[src/rtl/output_port_bank_if.sv]
// Bus-side bundle for output_port_bank: load strobe/select/data in,
// display latches, per-port FIFO drain handshake and overflow status out.
interface output_port_bank_if #(
   parameter int unsigned WIDTH     = 8,
   parameter int unsigned NUM_PORTS = 2,
   parameter int unsigned SEL_W     = (NUM_PORTS > 1) ? $clog2(NUM_PORTS) : 1
);

   logic                          lo;
   logic [SEL_W-1:0]              port_sel;
   logic [WIDTH-1:0]              in_bus;
   logic [NUM_PORTS*WIDTH-1:0]    out_reg;
   logic [NUM_PORTS*WIDTH-1:0]    out_data;
   logic [NUM_PORTS-1:0]          out_valid;
   logic [NUM_PORTS-1:0]          out_ready;
   logic [NUM_PORTS-1:0]          full;
   logic [NUM_PORTS-1:0]          overflow;
   logic [NUM_PORTS-1:0]          ovf_clr;

   // Control unit / consumer side.
   modport master (
      output lo,
      output port_sel,
      output in_bus,
      output out_ready,
      output ovf_clr,
      input  out_reg,
      input  out_data,
      input  out_valid,
      input  full,
      input  overflow
   );

   // Port bank side.
   modport slave (
      input  lo,
      input  port_sel,
      input  in_bus,
      input  out_ready,
      input  ovf_clr,
      output out_reg,
      output out_data,
      output out_valid,
      output full,
      output overflow
   );

endinterface

[src/rtl/output_port_bank.sv]
// Bank of NUM_PORTS output ports. Each port has a display latch holding the
// last value written and a DEPTH-entry first-word-fall-through FIFO drained
// over valid/ready. DEPTH must be a power of two and at least 2.
module output_port_bank #(
   parameter int unsigned WIDTH     = 8,
   parameter int unsigned NUM_PORTS = 2,
   parameter int unsigned DEPTH     = 4,
   parameter int unsigned SEL_W     = (NUM_PORTS > 1) ? $clog2(NUM_PORTS) : 1
) (
   input  logic                 clk,
   input  logic                 clear_n,
   output_port_bank_if.slave    bus
);

   localparam int unsigned PTR_W = $clog2(DEPTH);
   localparam int unsigned CNT_W = PTR_W + 1;

   logic [NUM_PORTS-1:0][WIDTH-1:0] w_reg_arr;
   logic [NUM_PORTS-1:0][WIDTH-1:0] w_data_arr;
   logic [NUM_PORTS-1:0]            w_valid_vec;
   logic [NUM_PORTS-1:0]            w_full_vec;
   logic [NUM_PORTS-1:0]            w_ovf_vec;

   for (genvar p = 0; p < NUM_PORTS; p++) begin : g_port
      logic [WIDTH-1:0] r_mem [DEPTH];
      logic [WIDTH-1:0] r_reg;
      logic [PTR_W-1:0] r_wptr;
      logic [PTR_W-1:0] r_rptr;
      logic [CNT_W-1:0] r_count;
      logic             r_ovf;

      logic             w_wr;
      logic             w_rd;
      logic             w_valid;
      logic             w_full;
      logic             w_push;
      logic             w_drop;
      logic [CNT_W-1:0] w_count_nxt;

      // Out-of-range selects never match any port, so they are ignored bank-wide.
      assign w_wr    = bus.lo && (bus.port_sel == SEL_W'(p));
      assign w_valid = (r_count != '0);
      assign w_full  = (r_count == CNT_W'(DEPTH));
      assign w_rd    = bus.out_ready[p] && w_valid;
      // A pop on the same edge frees the slot, so a full FIFO still accepts.
      assign w_push  = w_wr && (!w_full || w_rd);
      assign w_drop  = w_wr && w_full && !w_rd;

      // Next occupancy from push/pop combination.
      always_comb begin
         w_count_nxt = r_count;
         if (w_push && !w_rd) begin
            w_count_nxt = r_count + CNT_W'(1);
         end else if (w_rd && !w_push) begin
            w_count_nxt = r_count - CNT_W'(1);
         end
      end

      // Pointers, count, display latch and sticky overflow flag.
      always_ff @(posedge clk or negedge clear_n) begin
         if (!clear_n) begin
            r_wptr  <= '0;
            r_rptr  <= '0;
            r_count <= '0;
            r_reg   <= '0;
            r_ovf   <= 1'b0;
         end else begin
            r_count <= w_count_nxt;
            if (w_push) begin
               r_wptr <= r_wptr + PTR_W'(1);
            end
            if (w_rd) begin
               r_rptr <= r_rptr + PTR_W'(1);
            end
            // The latch always takes the write, even when the FIFO drops it.
            if (w_wr) begin
               r_reg <= bus.in_bus;
            end
            if (w_drop) begin
               r_ovf <= 1'b1;
            end else if (bus.ovf_clr[p]) begin
               r_ovf <= 1'b0;
            end
         end
      end

      // Storage array; contents are meaningless until written, so no reset.
      always_ff @(posedge clk) begin
         if (w_push) begin
            r_mem[r_wptr] <= bus.in_bus;
         end
      end

      // Head is forced to zero while empty so reset leaves out_data at 0.
      assign w_data_arr[p]  = w_valid ? r_mem[r_rptr] : '0;
      assign w_reg_arr[p]   = r_reg;
      assign w_valid_vec[p] = w_valid;
      assign w_full_vec[p]  = w_full;
      assign w_ovf_vec[p]   = r_ovf;
   end : g_port

   assign bus.out_reg   = w_reg_arr;
   assign bus.out_data  = w_data_arr;
   assign bus.out_valid = w_valid_vec;
   assign bus.full      = w_full_vec;
   assign bus.overflow  = w_ovf_vec;

endmodule

[src/flat_wrapper.sv]
// flat-port wrapper written by rule: the top's interface ports become plain ports
module output_port_bank_flat 
#(
   parameter int unsigned WIDTH     = 8,
   parameter int unsigned NUM_PORTS = 2,
   parameter int unsigned DEPTH     = 4,
   parameter int unsigned SEL_W     = (NUM_PORTS > 1) ? $clog2(NUM_PORTS) : 1
)
  (clk, clear_n, bus_lo, bus_port_sel, bus_in_bus, bus_out_ready, bus_ovf_clr, bus_out_reg, bus_out_data, bus_out_valid, bus_full, bus_overflow);
  output_port_bank_if #(.WIDTH(WIDTH), .NUM_PORTS(NUM_PORTS), .SEL_W(SEL_W)) bus_i ();
  input  logic clk;
  input  logic clear_n;
  input wire logic [$bits(bus_i.lo)-1:0] bus_lo;
  input wire logic [$bits(bus_i.port_sel)-1:0] bus_port_sel;
  input wire logic [$bits(bus_i.in_bus)-1:0] bus_in_bus;
  input wire logic [$bits(bus_i.out_ready)-1:0] bus_out_ready;
  input wire logic [$bits(bus_i.ovf_clr)-1:0] bus_ovf_clr;
  output wire logic [$bits(bus_i.out_reg)-1:0] bus_out_reg;
  output wire logic [$bits(bus_i.out_data)-1:0] bus_out_data;
  output wire logic [$bits(bus_i.out_valid)-1:0] bus_out_valid;
  output wire logic [$bits(bus_i.full)-1:0] bus_full;
  output wire logic [$bits(bus_i.overflow)-1:0] bus_overflow;
  assign bus_i.lo = bus_lo;
  assign bus_i.port_sel = bus_port_sel;
  assign bus_i.in_bus = bus_in_bus;
  assign bus_i.out_ready = bus_out_ready;
  assign bus_i.ovf_clr = bus_ovf_clr;
  assign bus_out_reg = bus_i.out_reg;
  assign bus_out_data = bus_i.out_data;
  assign bus_out_valid = bus_i.out_valid;
  assign bus_full = bus_i.full;
  assign bus_overflow = bus_i.overflow;
  output_port_bank #(.WIDTH(WIDTH), .NUM_PORTS(NUM_PORTS), .DEPTH(DEPTH), .SEL_W(SEL_W)) u_core (.clk(clk), .clear_n(clear_n), .bus(bus_i));
endmodule
[config.mk]
export PLATFORM = sky130hd
export DESIGN_NAME = output_port_bank_flat
export DESIGN_NICKNAME = d
export VERILOG_FILES = /design/src/rtl/output_port_bank_if.sv /design/src/rtl/output_port_bank.sv /design/src/flat_wrapper.sv
export SDC_FILE = /design/constraint.sdc
export NUM_CORES = 1
export LEC_CHECK = 0
export ABC_CLOCK_PERIOD_IN_PS = 2470
export CAP_MARGIN = 20
export CORE_ASPECT_RATIO = 1.4
export CORE_MARGIN = 2
export CORE_UTILIZATION = 45
export DETAILED_ROUTE_END_ITERATION = 10
export PLACE_DENSITY = 0.69
export SLEW_MARGIN = 5
export SYNTH_ARGS = -nofsm -noshare
export SYNTH_HDL_FRONTEND = slang
export SYNTH_SLANG_ARGS = --single-unit
[constraint.sdc]
create_clock -name clk -period 2.47 [get_ports clk]
set_input_delay 0.247 -clock clk [delete_from_list [all_inputs] [get_ports clk]]
set_output_delay 0.247 -clock clk [all_outputs]
set_load 0.02 [all_outputs]
==> results of run 1 <==
## kinds of logic after synthesis
logic type      count (synthesis)  share of synthesized area [%]
mux                            36                           14.8
simple gates                   37                           5.83
buf+inv                        24                           2.96
flops                          96                           68.5
xor+xnor                       12                           2.65
fa+ha+maj                      12                           4.16
compound gates                  4                           1.04
## final timing paths
check / startpoint / endpoint / slack (ns)
worst min register to register: u_core.g_port[1].r_count[2] / u_core.g_port[1].r_count[2] / 0.48
min in group clk: bus_ovf_clr[0] / u_core.g_port[0].r_ovf / 0.47
worst max register to register: u_core.g_port[0].r_count[0] / u_core.g_port[0].r_count[1] / 0.28
worst max-delay path: u_core.g_port[0].r_count[0] / bus_out_data[0] / 0.08
max in group asynchronous: clear_n / u_core.g_port[0].r_reg[0] / 1.85
worst min-delay path: clear_n / u_core.g_port[1].r_reg[5] / 0.31
## cells in the final DEF, fill, tap and decap left out, types with 2 or more instances in the layout
cell type and n:
sky130_fd_sc_hd__clkbuf_16 9, sky130_fd_sc_hd__xor2_1 4, sky130_fd_sc_hd__ha_1 10, sky130_fd_sc_hd__buf_4 8, sky130_fd_sc_hd__clkdlybuf4s50_1 53, sky130_fd_sc_hd__mux2_2 19
sky130_fd_sc_hd__dfrtp_1 32, sky130_fd_sc_hd__clkbuf_8 5, sky130_fd_sc_hd__inv_1 11, sky130_fd_sc_hd__and2_2 4, sky130_fd_sc_hd__nor2_1 3, sky130_fd_sc_hd__and2_1 20
sky130_fd_sc_hd__mux4_2 16, sky130_fd_sc_hd__xnor2_1 8, sky130_fd_sc_hd__fa_1 2, sky130_fd_sc_hd__nand2_1 3, sky130_fd_sc_hd__clkinv_2 2, sky130_fd_sc_hd__edfxtp_1 64
sky130_fd_sc_hd__nand3_1 2
## layout make-up
cell class | count | area (sq um) | area share (%)
Clock buffer | 14 | 294 | 5.96
Multi-Input combinational cell | 101 | 1130 | 23.0
Inverter | 11 | 41.3 | 0.837
Clock inverter | 2 | 10.0 | 0.203
Sequential cell | 96 | 2720 | 55.2
Tap cell | 105 | 131 | 2.66
Timing Repair Buffer | 62 | 602 | 12.2
## layer usage
metal / up-vias / track usage [%] / routed length, microns
li1: 923 / - / -
met1: 990 / 19.5 / 2970
met2: 42 / 24.5 / 3330
met3: 7 / 4.02 / 302
met4: 0 / 7.10 / 127
met5: - / 0 / 0
## timing repair
| action | in CTS | in global routing |
|---|---|---|
| endpoints found under the hold margin | 0 | 0 |
| gates resized for setup | 0 | 1 |
| setup endpoints to repair | 0 | 8 |
## stage by stage
stage | hold slack [ns] | utilization, % | area [sq um]
final | 0.305 | 57.6 | 4930
after global routing | 0.364 | 57.6 | 4930
after CTS | 0.318 | 57.6 | 4930
after detailed placement | 0.465 | 54.0 | 4630
after global placement | 0.466 | 54.0 | 4630
after floorplan | -0.0486 | - | 3970
## power by group
group	switching [W]	leakage [nW]	total, W	internal, W
clock network	0.000540	0.155	0.00136	0.000816
logic	0.000904	0.714	0.00201	0.00110
registers	0.000215	0.960	0.00222	0.00201
total	0.00166	1.83	0.00558	0.00392
==> key figures, run 1 <==
Timing
  – Post-route worst setup slack: 0.0792 ns
  – Count of final setup violators: 0
  – Slew at the pin with the worst max-slew slack: 0.460 ns
  – Count of endpoints failing hold in the final timing report: 0
  – TNS Setup: 0 ns
  – Max Clock Freq: 418 MHz
  – Post-route clock skew: 0.00429 ns
  – Clock period minus final worst setup slack: 2.39 ns
  – Final period util: 96.8%
  – Setup repair after global routing missed its margin: false
  – Number of pins exceeding their max-slew limit in the final report: 0
  – Worst-case headroom to the max-slew limit: 69.3%

Synthesis
  – Avg Synthesized Cell Area: 18.0 sq um
  – Post-synthesis cell type with the largest combined area: sky130_fd_sc_hd__edfxtp_1
  – Cell with the most instances after synthesis: sky130_fd_sc_hd__edfxtp_1
  – Cell types occupying the most area after synthesis: sky130_fd_sc_hd__edfxtp_1 48%, sky130_fd_sc_hd__dfrtp_1 20%, sky130_fd_sc_hd__mux4_2 9.1%
  – Flop and latch count out of synthesis: 96
  – Area fraction of the dominant cell type after synthesis: 48.4%
  – Top cells by instance count after synthesis: 64 x sky130_fd_sc_hd__edfxtp_1, 32 x sky130_fd_sc_hd__dfrtp_1, 20 x sky130_fd_sc_hd__and2_1
  – Cells after Synth: 221
  – Sequential-to-total area share from yosys stat: 68.5%
  – Top FF cell, synth: sky130_fd_sc_hd__edfxtp_1
  – Count of distinct cell types in the synthesized netlist: 27
  – Area of the mapped netlist: 0.00397 sq mm
  – Synthesis Warnings: 0
  – Fraction of registers with async set or reset after synthesis: 33.3%
  – EDFF count, synth: 64
  – Post-Syn Nets: 249

Detailed routing
  – Total wirelength of the detailed-routed design: 6720 microns
  – Average vias per placed instance: 5.02
  – Remaining number of nets flagged by the antenna check after routing: 0
  – Drt first-iter violations: 98
  – Detailed-route via count: 1,962
  – Count of TritonRoute iterations in the first routing pass: 4
  – Drc violations: 0
  – Mean routed wirelength per cell: 17.2 microns

Global route
  – Pin count of the biggest net entering global routing: 33
  – Number of global-route vias before repair: 1,997
  – Global-route congestion overflow total: 0
  – Initial antenna violation count: 0
  – Total global routing track utilization: 15.2%
  – First-pass GRT wire length: 10,700 microns

Clock tree
  – Clock-pin slew on the worst setup and hold paths: 0.06 ns
  – Cts hold-fix bufs: 0
  – Buffers from clock root to sink, at most: 2
  – TritonCTS clock tree: yes
  – Clock latency on the worst-skew pair: 0.33 ns
  – Root Driver: sky130_fd_sc_hd__clkbuf_16
  – Total setup buffers inserted after CTS: 0
  – Clock sinks: 96
  – CTS H-tree lvls: 3
  – Inserted Clock Buffers: 9

Final layout
  – Share of layout cells above drive strength 1: 24.5%
  – Max FFs per register: 64
  – Count of filler cells inserted in the layout: 641
  – Growth of design area from synthesis to finish: 24.2%
  – Fin cells: 391
  – Number of inserted diodes: 0
  – Number of nets in the finished design: 309

Run status
  – Run status: completed

Setup path
  – Depth of the worst register-to-register path: 6
  – Cell count along the critical path: 4
  – Library cell contributing the largest single delay on the critical path: sky130_fd_sc_hd__clkdlybuf4s50_1
  – CP Capture Type: output port
  – Worst path arrival time: 2.14 ns
  – Kind of critical path: flop to output port
  – Highest fanout seen on the critical path: 10
  – Delay contributed by the slowest stage of the critical path: 0.53 ns
  – Critical path's top delay family: buffers and inverters
  – Crit path launch type: flop
  – Required time at the endpoint of the critical path: 2.22 ns
  – Cells along the critical path: or3_2 -> buf_4 -> and2_1 -> clkdlybuf4s50_1
  – Number of buffer and inverter instances along the worst setup path: 2

Place
  – Placer's final routability congestion estimate: 0.778
  – Post-place setup slack: 0.171 ns
  – IO Port Bufs: 53
  – Detailed placement HPWL: 4500 microns
  – Cell total after placement: 375

Floorplan
  – Core Rows: 40
  – Initial core utilization: 46.4%
  – Die Span X: 83.4 microns
  – Die footprint: 0.00961 sq mm
  – I/O pin count: 54
  – Core ar.: 0.00856 sq mm
  – Height of the die: 115 microns

Job
  – Max capacitance violation total: 0

Hold path
  – Worst min-delay path class: input pin to async pin

Pwr
  – Cell leakage power: 1.83 nW
  – Largest vdd supply drop: 656 uV
  – Power Dens Cells: 1130 mW/mm^2
  – Post-layout power: 0.00558 W
No activity file was read; power rests on OpenSTA's default activity.
==> run 2: changes to the inputs <==
CELL_PAD_IN_SITES_DETAIL_PLACEMENT = 0   (was not set)
CELL_PAD_IN_SITES_GLOBAL_PLACEMENT = 1   (was not set)
PLACE_DENSITY = not set   (was 0.69)
PLACE_DENSITY_LB_ADDON = 0.1   (was not set)
==> key figures, run 2 (same netlist as run 1, synthesis figures left out) <==
Run status
  – Run status: completed (unchanged)

Detailed routing
  – Average vias per placed instance: 5.06 (was 5.02)
  – Drc violations: 0 (unchanged)
  – Total wirelength of the detailed-routed design: 6760 microns (was 6720 microns)
  – Remaining number of nets flagged by the antenna check after routing: 0 (unchanged)
  – Detailed-route via count: 1,983 (was 1,962)
  – Mean routed wirelength per cell: 17.2 microns (about the same)
  – Drt first-iter violations: 113 (was 98)
  – Count of TritonRoute iterations in the first routing pass: 4 (unchanged)

Setup path
  – CP Capture Type: output port (unchanged)
  – R2R Path Start: u_core.g_port[0].r_count[0] (unchanged)
  – Required time at the endpoint of the critical path: 2.22 ns (about the same)
  – Highest fanout seen on the critical path: 8 (was 10)
  – Crit path launch type: flop (unchanged)
  – Cells along the critical path: buf_6 -> mux4_2 -> and2_1 -> clkdlybuf4s50_1 (was or3_2 -> buf_4 -> and2_1 -> clkdlybuf4s50_1)
  – FF-to-FF setup slack: 0.28 ns (about the same)
  – Number of buffer and inverter instances along the worst setup path: 2 (unchanged)
  – Library cell contributing the largest single delay on the critical path: sky130_fd_sc_hd__clkdlybuf4s50_1 (unchanged)
  – Kind of critical path: flop to output port (unchanged)
  – Delay contributed by the slowest stage of the critical path: 0.53 ns (about the same)
  – Critical path's top delay family: buffers and inverters (unchanged)
  – Depth of the worst register-to-register path: 8 (was 6)
  – Worst path arrival time: 2.15 ns (was 2.14 ns)
  – Reg-to-Reg End: u_core.g_port[0].r_count[2] (was u_core.g_port[0].r_count[1])

Timing
  – Minimum hold slack: 0.307 ns (was 0.305 ns)
  – Count of final setup violators: 0 (unchanged)
  – Setup repair after global routing missed its margin: false (unchanged)
  – Final period util: 96.9% (was 96.8%)
  – Slew at the pin with the worst max-slew slack: 0.433 ns (was 0.460 ns)
  – Max Clock Freq: 418 MHz (about the same)
  – Post-route clock skew: 0.00721 ns (was 0.00429 ns)
  – Clock period minus final worst setup slack: 2.39 ns (about the same)
  – Number of pins exceeding their max-slew limit in the final report: 0 (unchanged)
  – TNS Setup: 0 ns (unchanged)
  – Worst-case headroom to the max-slew limit: 71.0% (was 69.3%)
  – Count of endpoints failing hold in the final timing report: 0 (unchanged)

Pwr
  – Power Dens Cells: 1140 mW/mm^2 (was 1130 mW/mm^2)
  – Post-layout power: 0.00565 W (was 0.00558 W)
  – Largest vdd supply drop: 617 uV (was 656 uV)
  – Cell leakage power: 1.85 nW (was 1.83 nW)

Global route
  – Met3 usage in global routing: 3.23% (was 4.02%)
  – Gr busiest metal: met2 (unchanged)
  – Number of global-route vias before repair: 1,982 (was 1,997)
  – Total global routing track utilization: 15.5% (was 15.2%)
  – First-pass GRT wire length: 10,800 microns (was 10,700 microns)
  – Pin count of the biggest net entering global routing: 33 (unchanged)
  – Met2 usage in global routing: 25.1% (was 24.5%)
  – Initial antenna violation count: 0 (unchanged)
  – Global-route congestion overflow total: 0 (unchanged)
  – Met1 track demand over resource in global routing: 19.4% (was 19.5%)

Hold path
  – Worst min-delay path class: input pin to async pin (unchanged)

Final layout
  – Growth of design area from synthesis to finish: 24.5% (was 24.2%)
  – Number of inserted diodes: 0 (unchanged)
  – Share of layout cells above drive strength 1: 23.0% (was 24.5%)
  – Commonest non-fill, non-tap cell in the layout: sky130_fd_sc_hd__edfxtp_1 (unchanged)
  – Commonest cells after routing, fill and taps aside: 64 x sky130_fd_sc_hd__edfxtp_1, 51 x sky130_fd_sc_hd__clkdlybuf4s50_1, 32 x sky130_fd_sc_hd__dfrtp_1 (was 64 x sky130_fd_sc_hd__edfxtp_1, 53 x sky130_fd_sc_hd__clkdlybuf4s50_1, 32 x sky130_fd_sc_hd__dfrtp_1)
  – Number of nets in the finished design: 310 (was 309)
  – Max FFs per register: 64 (unchanged)
  – Fin cells: 392 (was 391)

Place
  – Detailed placement HPWL: 4570 microns (was 4500 microns)
  – Cell total after placement: 375 (unchanged)
  – Placer's final routability congestion estimate: 0.735 (was 0.778)
  – IO Port Bufs: 53 (unchanged)

Clock tree
  – Root Driver: sky130_fd_sc_hd__clkbuf_16 (unchanged)
  – Buffers from clock root to sink, at most: 2 (unchanged)
  – Clock latency on the worst-skew pair: 0.34 ns (was 0.33 ns)
  – Inserted Clock Buffers: 9 (unchanged)
  – TritonCTS clock tree: yes (unchanged)
  – CTS H-tree lvls: 3 (unchanged)
  – Clock-pin slew on the worst setup and hold paths: 0.06 ns (about the same)
  – Clock sinks: 96 (unchanged)

Floorplan
  – Core Rows: 40 (unchanged)
  – Height of the die: 115 microns (unchanged)
  – I/O pin count: 54 (unchanged)
  – Core ar.: 0.00856 sq mm (unchanged)
  – Die footprint: 0.00961 sq mm (unchanged)
  – Die Span X: 83.4 microns (unchanged)
  – Initial core utilization: 46.4% (unchanged)

Job
  – Max capacitance violation total: 0 (unchanged)
run 2: changes by cell type in the layout (fill, tap and decap cells not counted):
cell and change:
sky130_fd_sc_hd__buf_4 +1, sky130_fd_sc_hd__bufinv_16 +2, sky130_fd_sc_hd__clkbuf_1 +2, sky130_fd_sc_hd__clkbuf_8 -5, sky130_fd_sc_hd__clkdlybuf4s50_1 -2, sky130_fd_sc_hd__clkinv_1 +3, sky130_fd_sc_hd__clkinv_2 -2, sky130_fd_sc_hd__dlymetal6s2s_1 +2
run 2: per-stage QoR:
step                      setup WS [ns]  utilization (%)  area, sq um
final                            0.0763             57.8         4950
after floorplan                   0.384                -         3970
after CTS                        0.0310             57.6         4930
after detailed placement          0.191             54.0         4630
after global placement            0.225             54.0         4630
after global routing             0.0109             57.8         4950
run 2: how the worst max path moves through the flow:
| stage | startpoint | endpoint | cells past startpoint |
|---|---|---|---|
| floorplan | u_core.g_port[0].r_count[0] | u_core.g_port[0].r_count[1] | 6 |
| global placement | bus_lo | u_core.g_port[0].r_count[2] | 9 |
| detailed placement | bus_lo | u_core.g_port[0].r_count[2] | 9 |
| CTS | u_core.g_port[1].r_rptr[0] | bus_out_data[10] | 4 |
| global route | u_core.g_port[0].r_count[0] | bus_out_data[3] | 4 |
| finish | u_core.g_port[1].r_rptr[0] | bus_out_data[10] | 4 |
run 2: repair_timing:
action | CTS | global route
hold buffers | 0 | 0
setup endpoints to repair | 2 | 7
resized for setup | 1 | 2
cloned | 0 | 0
buffers inserted | 0 | 1
run 2: power by group:
| part | total (W) | internal [W] | leakage [nW] | switching, W |
|---|---|---|---|---|
| Combinational | 0.00202 | 0.00111 | 0.739 | 0.000910 |
| Clock | 0.00142 | 0.000877 | 0.146 | 0.000539 |
| Sequential | 0.00222 | 0.00201 | 0.960 | 0.000210 |
| Total | 0.00565 | 0.00399 | 1.85 | 0.00166 |
run 2: cell type report:
class | count | area, sq um
Fill cell | 656 | 3610
Inverter | 11 | 41.3
Clock inverter | 5 | 71.3
Clock buffer | 11 | 233
Tap cell | 105 | 131
Multi-Input combinational cell | 101 | 1130
Timing Repair Buffer | 63 | 614
Sequential cell | 96 | 2720
run 2: per-layer routing:
layer / vias up / share of wire, % / wire length [microns]
met5: - / 0 / 0
li1: 922 / - / -
met2: 62 / 50 / 3390
met3: 11 / 5.1 / 343
met1: 988 / 42 / 2840
met4: 0 / 2.7 / 182
==> run 3: changes to the inputs <==
ABC_CLOCK_PERIOD_IN_PS = 2200   (was 2470)
CORE_UTILIZATION = 42   (was 45)
SLEW_MARGIN = not set   (was 5)
clock period = 2.2 ns   (was 2.47 ns; I/O delays follow)
==> key figures, run 3 (same netlist as run 1, synthesis figures left out) <==
Run status
  – Run status: completed (unchanged)

Timing
  – Max Clock Freq: 473 MHz
  – Number of pins exceeding their max-slew limit in the final report: 0 (unchanged)
  – Clock period minus final worst setup slack: 2.11 ns
  – Worst-case headroom to the max-slew limit: 69.0% (was 71.0%)
  – Final period util: 96.0%
  – Minimum hold slack: 0.298 ns (was 0.307 ns)
  – Post-route clock skew: 0.00424 ns (was 0.00721 ns)
  – Setup repair after global routing missed its margin: false (unchanged)
  – Slew at the pin with the worst max-slew slack: 0.465 ns (was 0.433 ns)
  – TNS Setup: 0 ns (unchanged)
  – Count of final setup violators: 0 (unchanged)
  – Post-route worst setup slack: 0.0873 ns (was 0.0763 ns)
  – Count of endpoints failing hold in the final timing report: 0 (unchanged)

Detailed routing
  – Mean routed wirelength per cell: 17.2 microns (about the same)
  – Drc violations: 0 (unchanged)
  – Detailed-route via count: 2,000 (was 1,983)
  – Total wirelength of the detailed-routed design: 6900 microns (was 6760 microns)
  – Count of TritonRoute iterations in the first routing pass: 4 (unchanged)
  – Remaining number of nets flagged by the antenna check after routing: 0 (unchanged)
  – Drt first-iter violations: 116 (was 113)
  – Average vias per placed instance: 5.00 (was 5.06)

Floorplan
  – I/O pin count: 54 (unchanged)
  – Height of the die: 119 microns (was 115 microns)
  – Initial core utilization: 42.5% (was 46.4%)
  – Die Span X: 86.2 microns (was 83.4 microns)
  – Die footprint: 0.0103 sq mm (was 0.00961 sq mm)
  – Core Rows: 42 (was 40)
  – Core ar.: 0.00935 sq mm (was 0.00856 sq mm)

Global route
  – First-pass GRT wire length: 11,300 microns (was 10,800 microns)
  – Met1 track demand over resource in global routing: 18.7% (was 19.4%)
  – Met3 usage in global routing: 4.09% (was 3.23%)
  – Initial antenna violation count: 0 (unchanged)
  – Met2 usage in global routing: 25.3% (was 25.1%)
  – Pin count of the biggest net entering global routing: 33 (unchanged)
  – Global-route congestion overflow total: 0 (unchanged)
  – Number of global-route vias before repair: 2,124 (was 1,982)
  – Gr busiest metal: met2 (unchanged)
  – Total global routing track utilization: 15.1% (was 15.5%)

Final layout
  – Fin cells: 400 (was 392)
  – Growth of design area from synthesis to finish: 23.9% (was 24.5%)
  – Commonest cells after routing, fill and taps aside: 64 x sky130_fd_sc_hd__edfxtp_1, 36 x sky130_fd_sc_hd__clkdlybuf4s50_1, 30 x sky130_fd_sc_hd__dfrtp_1 (was 64 x sky130_fd_sc_hd__edfxtp_1, 51 x sky130_fd_sc_hd__clkdlybuf4s50_1, 32 x sky130_fd_sc_hd__dfrtp_1)
  – Commonest non-fill, non-tap cell in the layout: sky130_fd_sc_hd__edfxtp_1 (unchanged)
  – Number of inserted diodes: 0 (unchanged)
  – Max FFs per register: 64 (unchanged)
  – Number of nets in the finished design: 313 (was 310)
  – Share of layout cells above drive strength 1: 25.2% (was 23.0%)

Setup path
  – Crit path launch type: flop (unchanged)
  – Cell count along the critical path: 4 (unchanged)
  – Number of buffer and inverter instances along the worst setup path: 2 (unchanged)
  – Delay contributed by the slowest stage of the critical path: 0.48 ns (was 0.53 ns)
  – Cells along the critical path: buf_12 -> mux4_2 -> and2_1 -> dlygate4sd2_1 (was buf_6 -> mux4_2 -> and2_1 -> clkdlybuf4s50_1)
  – Required time at the endpoint of the critical path: 1.98 ns (was 2.22 ns)
  – Worst path arrival time: 1.89 ns (was 2.15 ns)
  – Library cell contributing the largest single delay on the critical path: sky130_fd_sc_hd__mux4_2 (was sky130_fd_sc_hd__clkdlybuf4s50_1)
  – Depth of the worst register-to-register path: 6 (was 8)
  – FF-to-FF setup slack: 0.15 ns (was 0.28 ns)
  – Critical path's top delay family: buffers and inverters (unchanged)
  – Highest fanout seen on the critical path: 8 (unchanged)
  – CP Capture Type: output port (unchanged)
  – Kind of critical path: flop to output port (unchanged)

Clock tree
  – Root Driver: sky130_fd_sc_hd__clkbuf_16 (unchanged)
  – Inserted Clock Buffers: 9 (unchanged)
  – Total setup buffers inserted after CTS: 0 (unchanged)
  – Cts hold-fix bufs: 0 (unchanged)
  – Buffers from clock root to sink, at most: 2 (unchanged)
  – TritonCTS clock tree: yes (unchanged)
  – Clock latency on the worst-skew pair: 0.33 ns (was 0.34 ns)
  – Clock sinks: 96 (unchanged)
  – CTS H-tree lvls: 3 (unchanged)
  – Clock-pin slew on the worst setup and hold paths: 0.06 ns (about the same)

Place
  – Post-place setup slack: 0.0287 ns (was 0.191 ns)
  – Detailed placement HPWL: 4580 microns (was 4570 microns)
  – IO Port Bufs: 53 (unchanged)
  – Placer's final routability congestion estimate: 0.725 (was 0.735)
  – Cell total after placement: 384 (was 375)

Hold path
  – Worst min-delay path class: input pin to async pin (unchanged)

Job
  – Max capacitance violation total: 0 (unchanged)

Pwr
  – Cell leakage power: 1.85 nW (about the same)
  – Largest vdd supply drop: 591 uV (was 617 uV)
  – Power Dens Cells: 1220 mW/mm^2 (was 1140 mW/mm^2)
## run 3: routing by layer
metal	wire length, microns	share of wire, %	up-vias
met3	373	5.4	11
met1	2870	42	1002
met5	0	0	-
met4	117	1.7	0
li1	-	-	933
met2	3530	51	54
## run 3: worst register-to-register path: stages, from the launching register on
cell                      delay (ns)
sky130_fd_sc_hd__dfrtp_1        0.42
sky130_fd_sc_hd__or3b_4         0.41
sky130_fd_sc_hd__o21a_4         0.21
sky130_fd_sc_hd__ha_2           0.18
sky130_fd_sc_hd__inv_1          0.06
sky130_fd_sc_hd__fa_1           0.40
sky130_fd_sc_hd__mux2_2         0.26
## run 3: per-stage QoR
stage	total power (W)	utilization (%)	area, sq um
finish	0.00599	52.6	4920
global route	0.00638	52.6	4920
CTS	0.00608	52.5	4910
detailed placement	0.00488	50.0	4670
global placement	0.00486	50.0	4670
floorplan	0.00394	-	3970
## run 3: layout make-up
type	instances	area (sq um)
multi-input cells	101	1140
clock inverters	2	8.76
inverters	11	41.3
clock buffers	14	244
fillers	813	4430
repair buffers	66	623
flip-flops and latches	96	2730
well taps	110	138
## run 3: worst paths after layout
kind                                             start                           to
hold reg to reg            u_core.g_port[1].r_count[2]  u_core.g_port[1].r_count[2]
min in group clk                        bus_ovf_clr[0]       u_core.g_port[0].r_ovf
setup reg to reg           u_core.g_port[0].r_count[1]  u_core.g_port[0].r_count[1]
setup / recovery            u_core.g_port[0].r_rptr[0]              bus_out_data[2]
max in group asynchronous                      clear_n  u_core.g_port[1].r_count[1]
hold / removal                                 clear_n   u_core.g_port[0].r_wptr[1]
## run 3: power breakdown
part	switching [W]	internal (W)
logic	0.00103	0.00113
clock network	0.000579	0.000762
registers	0.000236	0.00226
## run 3: timing repair
item / in CTS / in global routing
gates resized for setup: 16 / 7
gates cloned: 0 / 0
endpoints found under the setup margin: 16 / 4
